==> src/rtl/ask_keyer_pkg.sv <==
// ask_keyer_pkg: shared keying-mode and FSM state encodings
package ask_keyer_pkg;
  typedef enum logic [1:0] {
    MODE_OOK     = 2'b00,
    MODE_HALF    = 2'b01,
    MODE_QUARTER = 2'b10,
    MODE_BYPASS  = 2'b11
  } mode_e;
  typedef enum logic {
    IDLE = 1'b0,
    SEND = 1'b1
  } state_e;
endpackage

==> src/rtl/ask_level.sv <==
// ask_level: keys one carrier sample according to the current bit and mode
module ask_level
  import ask_keyer_pkg::*;
#(
  parameter int W = 12
) (
  input  logic [W-1:0] carrier,
  input  logic         key,
  input  logic [1:0]   mode,
  output logic [W-1:0] level
);
  // full carrier on a mark or in bypass, otherwise attenuated per mode
  always_comb
    level = (key || mode == MODE_BYPASS) ? carrier :
            (mode == MODE_HALF)          ? carrier >> 1 :
            (mode == MODE_QUARTER)       ? carrier >> 2 : '0;
endmodule

==> src/rtl/ask_keyer.sv <==
// ask_keyer: serialises frames MSB-first and amplitude-keys NCH carriers
module ask_keyer
  import ask_keyer_pkg::*;
#(
  parameter int W       = 12,
  parameter int NCH     = 4,
  parameter int FRAME_W = 8,
  parameter int DIV_W   = 16
) (
  input  logic               clk,
  input  logic               rst_n,
  input  logic [NCH*W-1:0]   wave_in,
  input  logic [FRAME_W-1:0] data_in,
  input  logic               data_valid,
  output logic               data_ready,
  input  logic [DIV_W-1:0]   sym_div,
  input  logic [1:0]         mode,
  input  logic               enable,
  output logic [NCH*W-1:0]   ask_out,
  output logic               key,
  output logic               busy,
  output logic               frame_done
);
  localparam int BW = FRAME_W > 1 ? $clog2(FRAME_W) : 1;

  state_e             state_q, state_d;
  logic [FRAME_W-1:0] sh_q, sh_d;
  logic [DIV_W-1:0]   cnt_q, cnt_d, per_q, per_d;
  logic [BW-1:0]      bit_q, bit_d;
  logic               done_q, done_d;
  logic [NCH*W-1:0]   out_q, out_d;
  logic               sym_end, last, xfer;

  // key is the shift-register MSB; the register is zero outside SEND
  assign key        = sh_q[FRAME_W-1];
  assign busy       = state_q == SEND;
  assign frame_done = done_q;
  assign ask_out    = out_q;

  genvar k;
  generate
    for (k = 0; k < NCH; k++) begin : g_ch
      ask_level #(.W(W)) u_lvl (
        .carrier(wave_in[k*W +: W]),
        .key    (key),
        .mode   (mode),
        .level  (out_d[k*W +: W])
      );
    end
  endgenerate

  // next-state: abort beats everything, a transfer may overlap the final symbol cycle
  always_comb begin
    sym_end    = cnt_q == per_q - DIV_W'(1);
    last       = state_q == SEND && sym_end && bit_q == '0;
    data_ready = rst_n && enable && (state_q == IDLE || last);
    xfer       = data_valid && data_ready;
    state_d    = state_q;
    sh_d       = sh_q;
    cnt_d      = cnt_q;
    per_d      = per_q;
    bit_d      = bit_q;
    done_d     = 1'b0;
    if (state_q == SEND && !enable) begin
      state_d = IDLE;
      sh_d    = '0;
      cnt_d   = '0;
      per_d   = '0;
      bit_d   = '0;
    end else if (xfer) begin
      state_d = SEND;
      sh_d    = data_in;
      per_d   = sym_div == '0 ? DIV_W'(1) : sym_div;
      cnt_d   = '0;
      bit_d   = BW'(FRAME_W - 1);
      done_d  = last;
    end else if (last) begin
      state_d = IDLE;
      sh_d    = '0;
      cnt_d   = '0;
      done_d  = 1'b1;
    end else if (state_q == SEND) begin
      sh_d  = sym_end ? sh_q << 1 : sh_q;
      bit_d = sym_end ? bit_q - BW'(1) : bit_q;
      cnt_d = sym_end ? '0 : cnt_q + DIV_W'(1);
    end
  end

  // state, counters and registered outputs with synchronous active-low reset
  always_ff @(posedge clk) begin
    if (!rst_n) begin
      state_q <= IDLE;
      sh_q    <= '0;
      cnt_q   <= '0;
      per_q   <= '0;
      bit_q   <= '0;
      done_q  <= 1'b0;
      out_q   <= '0;
    end else begin
      state_q <= state_d;
      sh_q    <= sh_d;
      cnt_q   <= cnt_d;
      per_q   <= per_d;
      bit_q   <= bit_d;
      done_q  <= done_d;
      out_q   <= out_d;
    end
  end
endmodule

==> config.mk <==
export PLATFORM = sky130hd
export DESIGN_NAME = ask_keyer
export DESIGN_NICKNAME = d
export VERILOG_FILES = /design/src/rtl/ask_keyer_pkg.sv /design/src/rtl/ask_level.sv /design/src/rtl/ask_keyer.sv
export SDC_FILE = /design/constraint.sdc
export NUM_CORES = 1
export LEC_CHECK = 0
export ABC_CLOCK_PERIOD_IN_PS = 3500
export CAP_MARGIN = 5
export CORE_MARGIN = 3
export CORE_UTILIZATION = 49
export CTS_CLUSTER_SIZE = 40
export DETAILED_ROUTE_END_ITERATION = 8
export PLACE_DENSITY = 0.81
export SETUP_SLACK_MARGIN = 0.05
export SYNTH_ARGS = -nofsm -noshare
export SYNTH_HDL_FRONTEND = slang
export SYNTH_SLANG_ARGS = --single-unit
==> constraint.sdc <==
create_clock -name clk -period 3.5 [get_ports clk]
set_clock_uncertainty 0.2 [all_clocks]
set_input_delay 0.7 -clock clk [delete_from_list [all_inputs] [get_ports clk]]
set_output_delay 0.7 -clock clk [all_outputs]
set_load 0.1 [all_outputs]
After elaboration in Yosys (flattened, before gate mapping)
Index checks and enable logic that the tools add are counted.

Bits in registers: 93. Output and inout bits: 52.

$add $sub $neg: 3. Equality and inequality tests: 5. Multiplexer cells: 26. Bitwise gates (word level): 2. Reduce and logical (&&, ||, !) cells: 20.

Operators by type and width (number): 12-bit two-way mux (4); 11-bit two-way mux (4); 10-bit two-way mux (4); 16-bit two-way mux (2); 8-bit two-way mux (4); 16-bit by 1-bit adder with 16-bit output (second input constant) (1); 16-bit == test (1); 16-bit logical NOT (1); 16-bit by 1-bit subtractor with 16-bit output (second input constant) (1); 3-bit two-way mux (4); 1-bit logical AND (6); 2-bit nonzero test (3); 3-bit nonzero test (2); 2-bit == test (second input constant) (2); 1-bit two-way mux (4); 4-bit OR reduction (1); 3-bit logical NOT (1); 3-bit AND reduction (1); 3-bit by 1-bit subtractor with 3-bit output (second input constant) (1); 2-bit by 1-bit == test with 1-bit output (second input constant) (1); 1-bit logical OR (2); 2-bit by 1-bit != test with 1-bit output (second input constant) (1); 1-bit inverter (2); 2-bit AND reduction (1); other kinds (2) (2).

Logic depth before layout (Yosys ltp)
Gate-level depths: netlist of the first run.

Depth in word-level cells: 9. Gate-level depth with buffers: 13. Depth with buffers taken out: 10.

By module
From an unflattened synthesis of the first run, not the netlist that was laid out.

Cells, all modules: 589. Area total of the unflattened synthesis: 5121.2 µm².

Modules (own cells, without submodules): ask_keyer (instances 1, cells each 421, area an instance 3950.0 µm², seq. area each 1861.8 µm²); ask_level (instances 4, cells each 42, area an instance 292.8 µm², seq. area each 0.0 µm²).

Worst setup path after synthesis of the first run
No wires, ideal clock.

Kind: reg-to-output. Start point: register per_q[0]. End point: output data_ready. Arrival time: 3.836 ns. Required time: 2.600 ns. Path slack: -1.236 ns. Stages on the path, launching flop included: 10. Path through: dfxtp_1 inv_1 ha_1 or3b_2 clkbuf_1 o41a_1 nand4bb_1 nor4_2 nand3_1 a21oi_1.

Cells in the longest elaborated chain, start to end: 6.

Ends and longest elaborated chain: from (decl) (line ask_keyer.sv:28) `logic [DIV_W-1:0] cnt_q, cnt_d, per_q, per_d;`; from (signal assigned) (line ask_keyer.sv:103) `per_q <= per_d;`; 16-bit by 1-bit subtractor with 16-bit output (line ask_keyer.sv:54) `sym_end = cnt_q == per_q - DIV_W'(1);`; 16-bit == test (line ask_keyer.sv:54); 1-bit logical AND (2 in series) (line ask_keyer.sv:55) `last = state_q == SEND && sym_end && bit_q == '0;`; 1-bit logical OR (line ask_keyer.sv:56) `data_ready = rst_n && enable && (state_q == IDLE || last);`; 1-bit logical AND (line ask_keyer.sv:56); to (decl) (line ask_keyer.sv:15) `output logic data_ready,`.

Every way passes these cells.

Worst setup path after layout of the first run
Start point: register per_q[4]. End point: output data_ready.

The elaborated chain is that of the path after synthesis.

==> results of run 1 <==
==> how the worst min path moves through the flow <==
stage          cells past startpoint        end  slack (ns)  startpoint
2_1_floorplan                      2  per_q[15]        0.25   per_q[15]
3_3_place_gp                       2    sh_q[3]        0.27     sh_q[2]
3_5_place_dp                       2    sh_q[2]        0.27     sh_q[1]
4_1_cts                            2    sh_q[2]        0.28     sh_q[1]
5_1_grt                            2    sh_q[2]        0.30     sh_q[1]
6_report                           2    sh_q[2]        0.28     sh_q[1]
==> kinds of logic after synthesis <==
logic type | Yosys count | synth area share
simple gates | 261 | 0.2858
xor+xnor | 31 | 0.05612
buf+inv | 60 | 0.05301
fa+ha+maj | 4 | 0.01034
mux | 3 | 0.006207
compound gates | 148 | 0.2038
flops | 93 | 0.3848
==> repair_timing <==
action / CTS / global route
endpoints found under the hold margin: 0 / 0
gates resized for setup: 11 / 10
pin swaps: 2 / 1
setup buffers: 1 / 0
endpoints found under the setup margin: 1 / 1
cloned: 0 / 0
==> report_power, final <==
part,switching [mW],internal (mW),total (mW)
sequential,0.0447,1.12,1.16
combinational,0.580,0.296,0.876
clock,0.389,0.336,0.725
total,1.01,1.75,2.76
==> layout by cell type, fill, tap and decap left out, types with 10 or more instances in the layout <==
master and n:
clkdlybuf4s50_1 77, inv_1 12, and2_1 42, dfxtp_1 87, xnor2_1 13, nor3_1 13
xor2_1 18, o21ai_0 51, a22oi_1 42, nor2_1 16, nor2_2 10, nand2_1 94
nand3_1 21, buf_4 66
==> metrics by stage <==
stage	std cells	setup TNS [ns]	setup WS [ns]	cell area [um2]	total power, mW
2_1_floorplan	600	-0.05529	-0.05529	4947	1.787
3_3_place_gp	828	0	0.1507	6211	2.029
3_5_place_dp	828	0	0.01068	6211	2.039
4_1_cts	845	-0.1422	-0.1422	6460	2.771
5_1_grt	845	-0.2536	-0.2536	6495	2.890
6_report	845	-0.1294	-0.1294	6495	2.761
==> area by class of cell <==
cell class,count,area [um2],area share
Clock buffer,10,127.6,0.01965
Clock inverter,6,70.07,0.01079
Inverter,14,55.05,0.008476
Multi-Input combinational cell,447,2880,0.4435
Sequential cell,93,1874,0.2886
Tap cell,129,161.4,0.02485
Timing Repair Buffer,146,1326,0.2042
==> layer usage <==
| layer | vias up | track usage | part of all wire |
|---|---|---|---|
| met4 | 0 | 0.06748 | 0.014 |
| met3 | 15 | 0.05205 | 0.058 |
| met5 | - | 0 | 0 |
| met2 | 129 | 0.3903 | 0.48 |
| met1 | 2236 | 0.3272 | 0.44 |
| li1 | 2342 | - | - |
==> critical path: cells and delay by family, from the launching register on <==
kind	cells	cell delay (ns)
compound gates	2	0.62
buf+inv	1	0.19
flops	1	0.37
simple gates	4	1.19
==> state kept, by name (all words and copies together), names as in the netlist <==
register,cells
frame_done,1
cnt_q,16
ask_out,48
sh_q,8
per_q,16
bit_q,3
busy,1
==> impl_metrics.csv, run 1 <==
group,metric,value,unit
cts,clk_latency,0.35,ns
synth,synth_area_leaders,"dfxtp_1 38%, nand2_1 7.3%, a22oi_1 6.5%",
cells_and_area,drive_gt1_frac,0.1885,
critical_path,crit_path_start,"per_q[4]",
routing,detail_route.wl_per_cell,16.07,um
cts,cts_hold_buf,0,
routing,first_pass_iters,4,
critical_path,critical_path.endpoint_type,"primary output",
synth,synthesis.nets,682,
place,port_buffers,129,
timing,grt_setup_unrepaired,"true",
critical_path,rr_worst_depth,9,
timing,period_needed,3.629,ns
routing,via_count,4722,
global_routing,grt_usage,0.2422,
synth,netlist_instances,600,
place,dp_hpwl,10380,um
cells_and_area,syn_to_final_growth,34.24,%
synth,yosys_warnings,0,
floorplan,die_area,11100,um2
critical_path,critPathMaxStageDelay,0.60,ns
critical_path,r2r_slack,0.22,ns
cts,path_clk_slew,0.09,ns
cells_and_area,num_antenna_cells,0,
synth,synth-seq-area-share,0.3848,
critical_path,critPathCapture,"data_ready",
floorplan,pin_count,130,
synth,ys_ff_latch,93,
synth,synth_edf_count,0,
cells_and_area,num-fill-cells,791,
cts,cts_tree,"done",
critical_path,r2r_end,"sh_q[7]",
critical_path,worstPathCellList,"or4_4 > o41a_1 > nand4bb_4 > nor4_4 > nand3_2 > a21oi_4 > buf_12",
min_path,min_path_type,"flop to flop",
global_routing,grt_antenna_before_repair,0,
critical_path,worstPathRequired,2.60,ns
cts,htree_levels,3,
routing,post_drt_via_cell_ratio,5.588,
timing,setup_viol,1,
synth,async_flop_share,0,
synth,avgSynthCellArea,8.064,um2
critical_path,path_class,"flop to primary output",
global_routing,grt_overflow,0,
cts,cts.sinks,93,
synth,synth_top_area_share,0.3848,
synth,synth-main-ff-cell,"dfxtp_1",
routing,drc_errors,0,
timing,hold_viol_final,0,
synth,netlist_area,4838,um2
synth,synth_area_leader_cell,"dfxtp_1",
routing,first_iter_violations,301,
routing,wl,13580,um
global_routing,grt_pass1_vias,4534,
timing,hold_ws,0.2848,ns
timing,timing.final.ws_setup,-0.1294,ns
cells_and_area,fin_nets,793,
floorplan,rows,35,
run_status,status,"complete, but fails checks",
critical_path,arrival,2.73,ns
floorplan,dieHeight,105.4,um
synth,synthDistinctLibCells,57,
power_and_ir_drop,leakage,2.446,nW
synth,synth_most_common_cell,"nand2_1",
critical_path,timing.rr.start,"per_q[8]",
run_status,failed_checks,"negative setup slack",
place,gp_congestion,0.9479,
global_routing,grt_max_degree,49,
power_and_ir_drop,vdd_drop_max,0.3247,mV
synth,synth_common_cells,"94 x nand2_1, 93 x dfxtp_1, 51 x o21ai_0",
power_and_ir_drop,powerDensity,425.1,nW/um2
run,cap_violations,0,
global_routing,grt_pass1_wl,22090,um
floorplan,start_util,0.5139,
critical_path,path_max_fanout,7,
cts,cts-buffers-inserted,9,
routing,ant_nets,0,
cells_and_area,utilization,0.6898,
timing,finalCritPeriodShare,1.037,
floorplan,chipWidth,105.4,um
timing,relSlewSlack,0.5780,
critical_path,cp_slowest_cell,"or4_4",
floorplan,core_area,9415,um2
cts,clk_path_buf_depth,2,
cts,root_buffer,"clkbuf_8",
timing,max_freq,275.5,MHz
timing,slew_violations,0,
critical_path,start_kind,"flop",
timing,worstMarginPinSlew,0.6302,ns
Note: power is estimated with default switching activity, not from simulation.
==> run 2, diff against run 1 <==
- CORE_ASPECT_RATIO: not set -> 0.6
==> run 2 against run 1 <==
  * The flow still finishes with violations (negative setup slack)
  * Non-clock buffer count is 14 higher
  * Maximum frequency is 2.3% lower
  * Clock-buffer cell count stayed put
  * Largest cell class unchanged
  * Critical path depth is 1 higher
  * Global-route usage is 1.7 points higher
  * First-iteration DRC count is 38% higher
==> impl_metrics.csv, run 2 (synthesis gave the netlist of run 1 again) <==
group,metric,value,unit
floorplan,pin_count,130,
cts,cts.sinks,93,
cells_and_area,utilization,0.7117,
place,gp_congestion,0.9139,
critical_path,crit_path_start,"per_q[1]",
min_path,hold_start,"sh_q[4]",
timing,timing.final.ws_setup,-0.2140,ns
cts,htree_levels,3,
power_and_ir_drop,net-switching-power,1.036,mW
cts,cts-buffers-inserted,9,
cells_and_area,most-common-layout-cells,"94 x nand2_1, 88 x dfxtp_1, 81 x buf_4, 77 x clkdlybuf4s50_1, 51 x o21ai_0",
routing,via_count,4873,
routing,wl,14690,um
critical_path,start_kind,"flop",
critical_path,critical_path.endpoint_type,"primary output",
cts,clk_path_buf_depth,2,
cells_and_area,largest_reg_flops,48,
timing,max_freq,269.2,MHz
timing,finalCritPeriodShare,1.061,
routing,detail_route.wl_per_cell,17.12,um
min_path,min_path_type,"flop to flop",
place,dp_hpwl,10760,um
floorplan,dieHeight,82.97,um
global_routing,grt_pass1_wl,23240,um
routing,first_iter_violations,414,
cells_and_area,final_common_cell,"nand2_1",
timing,setup_viol,1,
floorplan,die_area,11140,um2
global_routing,grt_pass1_vias,4352,
routing,post_drt_via_cell_ratio,5.679,
power_and_ir_drop,power.total,3.031,mW
cells_and_area,fin_nets,807,
cells_and_area,drive_gt1_frac,0.2047,
cts,cts_hold_buf,0,
cts,path_clk_slew,0.06,ns
cts,clk_latency,0.34,ns
floorplan,start_util,0.5152,
run,cap_violations,0,
power_and_ir_drop,seqPwrFrac,0.383,
power_and_ir_drop,swShare,0.3418,
routing,ant_nets,0,
timing,period_needed,3.714,ns
critical_path,path_max_fanout,4,
timing,grt_setup_unrepaired,"true",
global_routing,grt_overflow,0,
timing,worstMarginPinSlew,0.5959,ns
cells_and_area,syn_to_final_growth,38.14,%
cts,cts_tree,"done",
cells_and_area,num_antenna_cells,0,
timing,hold_viol_final,0,
run_status,failed_checks,"negative setup slack",
routing,drc_errors,0,
run_status,status,"complete, but fails checks",
routing,first_pass_iters,5,
global_routing,grt_usage,0.2589,
power_and_ir_drop,internal_power,1.995,mW
timing,relSlewSlack,0.6022,
floorplan,chipWidth,134.3,um
power_and_ir_drop,comb_power_share,0.301,
timing,slew_violations,0,
critical_path,arrival,2.81,ns
timing,hold_ws,0.2862,ns
cts,root_buffer,"clkbuf_16",
floorplan,rows,27,
critical_path,timing.rr.start,"per_q[5]",
global_routing,grt_antenna_before_repair,0,
power_and_ir_drop,vdd_drop_max,0.2872,mV
power_and_ir_drop,clock_power_share,0.316,
place,port_buffers,129,
floorplan,core_area,9392,um2
power_and_ir_drop,leakage,2.559,nW
critical_path,worstPathRequired,2.60,ns
power_and_ir_drop,powerDensity,453.4,nW/um2
global_routing,grt_max_degree,49,
critical_path,path_class,"flop to primary output",
-- run 2: cell count changes in the layout (fill, tap and decap cells not counted), sizes merged --
| cell | change |
|---|---|
| clkinv | +1 |
| buf | +14 |
| clkinvlp | -1 |
| inv | -2 |
-- run 2: path summary, 6_finish.rpt --
| kind | slack (ns) | cells after the start | end |
|---|---|---|---|
| min reg2reg | 0.29 | 2 | sh_q[5] |
| min | 0.29 | 2 | sh_q[5] |
| max reg2reg | 0.18 | 10 | sh_q[7] |
| max | -0.21 | 8 | data_ready |
-- run 2: layout make-up --
| type | count | area [um2] |
|---|---|---|
| fill | 757 | 2708 |
| tap | 130 | 162.7 |
| timing repair buffer | 160 | 1419 |
| clock inverter | 4 | 50.05 |
| clock buffer | 10 | 239.0 |
| multi-input combinational | 447 | 2885 |
| sequential | 93 | 1876 |
| inverter | 14 | 52.55 |
-- run 2: power by group through the flow --
stage               sequential [mW]  combinational, mW  clock [mW]
floorplan                      1.46              0.324           0
global placement               1.18              0.853           0
detailed placement             1.18              0.864           0
CTS                            1.16              0.882       0.979
global route                   1.17              0.960        1.02
finish                         1.16              0.911       0.958
-- run 2: worst max-delay path: stages (launching register included) --
cell	delay [ns]
dfxtp_4	0.36
or4_4	0.56
and2_4	0.17
nor4_4	0.32
o2111ai_2	0.22
nor4_4	0.31
nand3_2	0.16
a21oi_4	0.18
buf_12	0.19
-- run 2: per-stage QoR --
step           std cells  cell area [um2]  setup WS (ns)  TNS (ns)
6_report             858             6684        -0.2140   -0.2140
5_1_grt              858             6684        -0.2929   -0.2929
4_1_cts              851             6590        -0.1683   -0.1683
3_5_place_dp         832             6222        0.09988         0
3_3_place_gp         832             6222         0.1741         0
2_1_floorplan        600             4947       -0.05529  -0.05529
-- run 2: timing repair --
action	4_1_cts	5_1_grt
gates resized for setup	12	8
pin swaps	7	6
hold endpoints to repair	0	0
cloned	0	0
endpoints found under the setup margin	1	2
setup buffers	6	7
-- run 2: per-layer routing --
layer	up-vias	GRT usage	wire, um
met5	-	0	0
met4	0	0.06747	222
met3	21	0.06356	1080
met2	204	0.3601	6263
met1	2266	0.3960	7120
li1	2382	-	-
